--- src/rtl/pulse_conditioner_pkg.sv ---
// pulse_conditioner_pkg: debounce FSM states and edge-mode selectors
package pulse_conditioner_pkg;
    typedef enum logic [1:0] {ST_LO, ST_CHK_HI, ST_HI, ST_CHK_LO} state_t;
    typedef logic [1:0] edge_mode_t;
    localparam edge_mode_t EDGE_RISE = 2'd0;
    localparam edge_mode_t EDGE_FALL = 2'd1;
    localparam edge_mode_t EDGE_BOTH = 2'd2;
endpackage

--- src/rtl/pulse_conditioner_sync_ff.sv ---
// sync_ff: reusable multi-stage synchronizer for asynchronous board inputs
module sync_ff #(
    parameter int STAGES = 2
) (
    input  logic clk_in,
    input  logic rst_n_in,
    input  logic d,
    output logic q
);
    logic [STAGES-1:0] r;
    always_ff @(posedge clk_in or negedge rst_n_in)
        if (!rst_n_in) r <= '0;
        else r <= {r[STAGES-2:0], d};
    assign q = r[STAGES-1];
endmodule

--- src/rtl/pulse_conditioner.sv ---
// pulse_conditioner: synchronize, debounce and strobe a raw input for the downstream pulse counter
module pulse_conditioner
    import pulse_conditioner_pkg::*;
#(
    parameter int         SYNC_STAGES  = 2,
    parameter int         DEBOUNCE_CYC = 200_000,
    parameter edge_mode_t EDGE_MODE    = EDGE_RISE
) (
    input  logic       clk_in,
    input  logic       rst_n_in,
    input  logic       sig_in,
    output logic       pulse_out,
    output logic       level_out,
    output logic       glitch_out,
    output logic [7:0] glitch_cnt_out
);
    localparam int CW = DEBOUNCE_CYC > 1 ? $clog2(DEBOUNCE_CYC) : 1;
    localparam logic [CW-1:0] CNT_END = CW'(DEBOUNCE_CYC - 1);
    logic          s;
    state_t        state, state_nxt;
    logic [CW-1:0] cnt;
    logic          at_end, rise_ok, fall_ok, bounce, hold;
    sync_ff #(.STAGES(SYNC_STAGES)) u_sync (
        .clk_in  (clk_in),
        .rst_n_in(rst_n_in),
        .d       (sig_in),
        .q       (s)
    );
    assign at_end  = cnt == CNT_END;
    assign rise_ok = state == ST_CHK_HI && s && at_end;
    assign fall_ok = state == ST_CHK_LO && !s && at_end;
    assign bounce  = (state == ST_CHK_HI && !s) || (state == ST_CHK_LO && s);
    // a bounce drops back to the stable state, so the window always restarts from zero
    assign hold    = (state == ST_CHK_HI || state == ST_CHK_LO) && state_nxt == state;
    always_comb begin
        state_nxt = state;
        unique case (state)
            ST_LO:     state_nxt = s ? ST_CHK_HI : ST_LO;
            ST_CHK_HI: state_nxt = !s ? ST_LO : at_end ? ST_HI : ST_CHK_HI;
            ST_HI:     state_nxt = !s ? ST_CHK_LO : ST_HI;
            ST_CHK_LO: state_nxt = s ? ST_HI : at_end ? ST_LO : ST_CHK_LO;
        endcase
    end
    always_ff @(posedge clk_in or negedge rst_n_in)
        if (!rst_n_in) begin
            state          <= ST_LO;
            cnt            <= '0;
            level_out      <= 1'b0;
            pulse_out      <= 1'b0;
            glitch_out     <= 1'b0;
            glitch_cnt_out <= '0;
        end else begin
            state          <= state_nxt;
            cnt            <= hold ? cnt + 1'b1 : '0;
            level_out      <= rise_ok | (level_out & ~fall_ok);
            pulse_out      <= (rise_ok && EDGE_MODE != EDGE_FALL) || (fall_ok && EDGE_MODE != EDGE_RISE);
            glitch_out     <= bounce;
            glitch_cnt_out <= glitch_cnt_out + 8'(bounce && glitch_cnt_out != 8'hFF);
        end
endmodule

--- config.mk ---
export PLATFORM = sky130hd
export DESIGN_NAME = pulse_conditioner
export DESIGN_NICKNAME = d
export VERILOG_FILES = /design/src/rtl/pulse_conditioner_pkg.sv /design/src/rtl/pulse_conditioner_sync_ff.sv /design/src/rtl/pulse_conditioner.sv
export SDC_FILE = /design/constraint.sdc
export NUM_CORES = 1
export LEC_CHECK = 0
export BUFFER_PORTS_ARGS = -buffer_cell sky130_fd_sc_hd__buf_2
export CAP_MARGIN = 30
export CORE_ASPECT_RATIO = 1.25
export CORE_MARGIN = 1.5
export CORE_UTILIZATION = 60
export CTS_BUF_LIST = sky130_fd_sc_hd__clkbuf_8
export DETAILED_ROUTE_END_ITERATION = 10
export PLACE_DENSITY = 0.82
export SLEW_MARGIN = 15
export SYNTH_ARGS = -nofsm -noshare
export SYNTH_HDL_FRONTEND = slang
export SYNTH_SLANG_ARGS = --single-unit
--- constraint.sdc ---
create_clock -name clk_in -period 2 [get_ports clk_in]
set_input_delay 0.2 -clock clk_in [delete_from_list [all_inputs] [get_ports clk_in]]
set_output_delay 0.2 -clock clk_in [all_outputs]
set_load 0.05 [all_outputs]
==> impl_metrics.env <==
export IMPL_critPathRequiredTime_ns=2.20
export IMPL_grt_max_degree=34
export IMPL_maxCapViolations=0
export IMPL_grtUsageTotal_pct=24.3
export IMPL_rsz0062_at_grt="false"
export IMPL_mappedNetlistArea_sq_um=1530
export IMPL_floorplan_initialDensity_pct=62.9
export IMPL_grt_util_met1_pct=26.5
export IMPL_n_fill_cell=181
export IMPL_final_setup_tns_ns=0
export IMPL_routed_via_count=1101
export IMPL_port_buffers=13
export IMPL_crit_slowest_cell="dfrtp_2"
export IMPL_worst_slew_pin_slew_ns=0.697
export IMPL_drt_iter0_drc=28
export IMPL_num_rows=20
export IMPL_cts_tree="yes"
export IMPL_drive_gt1_share_pct=26.6
export IMPL_timing_final_crit_share_pct=95.8
export IMPL_hold_ws_ns=0.0219
export IMPL_crit_path_end_kind="flip-flop"
export IMPL_criticalPathCategory="reg -> reg"
export IMPL_fmax_mhz=522
export IMPL_cts_root_buf="clkbuf_8"
export IMPL_fp_dieW_um=48.1
export IMPL_grt_pass1_vias=1124
export IMPL_outcome="complete, no violations"
export IMPL_arrival_ns=2.12
export IMPL_hpwl_mm=1.90
export IMPL_synthesis_nets=142
export IMPL_wire_per_inst_um=14.8
export IMPL_netlist_area_leader_share_pct=54.1
export IMPL_antenna_cells=0
export IMPL_grt_pass1_wl_mm=4.72
export IMPL_synthTopCellsByArea="dfrtp_1 (54%), xnor2_1 (9.7%), nor2_1 (4.4%)"
export IMPL_dieArea_sq_um=2860
export IMPL_clk_pin_slew_ns=0.06
export IMPL_synthToLayoutAreaGrowth_pct=19.5
export IMPL_crit_fanout=4
export IMPL_yosysSeqAreaShare_pct=54.1
export IMPL_finalHoldViolCount=0
export IMPL_vdd_drop_max_mv=0.764
export IMPL_cts_buffers=5
export IMPL_crit_chain="and3_4 -> and3_4 -> a41oi_2 -> ha_4 -> ha_4 -> and3_4 -> nand3_2 -> xnor2_1"
export IMPL_syn_avg_cell_area_sq_um=11.2
export IMPL_synth_top_area_cell="dfrtp_1"
export IMPL_via_per_inst=5.76
export IMPL_nets=163
export IMPL_hold_path_class="in -> reg"
export IMPL_ys_types=32
export IMPL_synthCells=136
export IMPL_antenna_left=0
export IMPL_first_pass_iters=4
export IMPL_core_area_sq_um=2430
export IMPL_power_leakage_nw=0.795
export IMPL_p_per_area_nw_per_um2=1000
export IMPL_relSlewSlack_pct=53.5
export IMPL_cp_common_cell="and3_4"
export IMPL_synth_warnings=0
export IMPL_skew_ns=0.00571
export IMPL_met2_usage_pct=40.6
export IMPL_worstSkewPairLatency_ns=0.28
export IMPL_postCtsSetupRepairBufs=0
export IMPL_finalSetupViolCount=0
export IMPL_synth_seq_cells=33
export IMPL_boundaryPins=14
export IMPL_clock_tree_buffer_depth=2
export IMPL_max_stage_delay_ns=0.43
export IMPL_startpoint_type="flip-flop"
export IMPL_top_usage_layer="met2"
export IMPL_use_met3_pct=5.79
export IMPL_antenna_found_initial=0
export IMPL_fin_crit_ns=1.92
export IMPL_htree_num_levels=2
export IMPL_gp_congestion=0.796
export IMPL_slew_violations=0
export IMPL_die_h_um=59.4
export IMPL_grt_ovfl_total=0
export IMPL_totalWireLength_mm=2.82
export IMPL_drc=0
export IMPL_clock_sinks=33
what timing repair did:
action,CTS,global route
gates resized for setup,0,2
endpoints found under the hold margin,33,0
endpoints found under the setup margin,0,1
hold buffers,1,0
layout by cell type (no fill, tap or decap), types with 4 or more instances in the layout:
master     n
xnor2_1   16
xor2_1     4
nand2_1    4
nor4_1     5
dfrtp_1   30
nor2_1    18
clkbuf_8   6
nor3_1     4
inv_1      9
buf_2     13
nand3_1   10
final timing paths:
check                                  start                 to  slack, ns  cells past startpoint
min                                   sig_in        u_sync.r[0]       0.02                      1
max in group asynchronous           rst_n_in  glitch_cnt_out[2]       1.02                      2
min reg2reg                      u_sync.r[0]        u_sync.r[1]       0.36                      0
max reg2reg                glitch_cnt_out[4]  glitch_cnt_out[6]       0.08                      8
min in group asynchronous           rst_n_in             cnt[6]       0.49                      2
max                        glitch_cnt_out[4]  glitch_cnt_out[6]       0.08                      8
per-stage QoR:
stage                     cell area, sq um  setup WS [ns]  std cells  util, %  total power, mW
after floorplan                       1570       0.000489        136        -             1.10
final                                 1830         0.0841        191     75.2             1.83
after detailed placement              1680         0.0753        182     69.3             1.20
after CTS                             1810         0.0261        191     74.5             1.84
after global placement                1680          0.159        182     69.3             1.20
after global routing                  1830         0.0367        191     75.2             1.91
cells by family (layout without fill, tap and decap cells):
| family | after synthesis | count (layout) | synth area share (%) |
|---|---|---|---|
| buffers and inverters | 10 | 32 | 3.69 |
| AO/OA/AOI/OAI | 9 | 9 | 4.18 |
| adder cells (fa/ha/maj) | 3 | 3 | 2.46 |
| AND/OR/NAND/NOR | 59 | 59 | 22.9 |
| XOR/XNOR | 21 | 21 | 12.0 |
| multiplexers | 1 | 1 | 0.737 |
| flip-flops | 33 | 33 | 54.1 |
cell usage after synthesis, drive strengths merged:
| cell | count |
|---|---|
| nand3 | 12 |
| nand2 | 4 |
| and2 | 1 |
| nand4b | 1 |
| a31oi | 1 |
| xnor2 | 17 |
| inv | 8 |
| mux2 | 1 |
| a21oi | 2 |
| o21ai | 1 |
| a21boi | 1 |
| a41oi | 1 |
| a31o | 1 |
| nor4b | 3 |
| nand4 | 5 |
| nor4 | 5 |
| and3 | 3 |
| ha | 3 |
| buf | 2 |
| dfrtp | 33 |
| nor2 | 19 |
| a211o | 2 |
| or3 | 1 |
| nor3 | 5 |
| xor2 | 4 |
critical path: cells and delay by family (launching register included):
| family | cells | cell delay, ns |
|---|---|---|
| xor gates and xnor gates | 1 | 0.19 |
| DFF | 1 | 0.43 |
| AOI/OAI and AO/OA | 1 | 0.23 |
| and+or+nand+nor | 4 | 0.66 |
| adders and majority gates | 2 | 0.33 |
where the power goes:
part / switching [mW] / total, mW / internal, mW
registers: 0.0886 / 0.825 / 0.736
logic: 0.281 / 0.383 / 0.102
clock network: 0.223 / 0.624 / 0.400
total: 0.593 / 1.83 / 1.24
final cells by class:
type	instances	area, sq um	share of cell area (%)
flip-flops and latches	33	830	45.4
well taps	33	41.3	2.26
multi-input cells	93	706	38.7
repair buffers	16	103	5.62
clock inverters	2	33.8	1.85
inverters	8	30.0	1.64
clock buffers	6	82.6	4.52
layer usage:
layer	vias to the layer above	share of wire (%)
met5	-	0
met4	0	3.2
met3	15	3.0
met2	35	54
met1	538	40
li1	513	-
registers in the layout (all words and copies together), names as in the netlist:
register and cells:
glitch_cnt_out 8, level_out 1, pulse_out 1, cnt 18
state 2, glitch_out 1, u_sync.r 2
(Power assumes the default switching activity.)
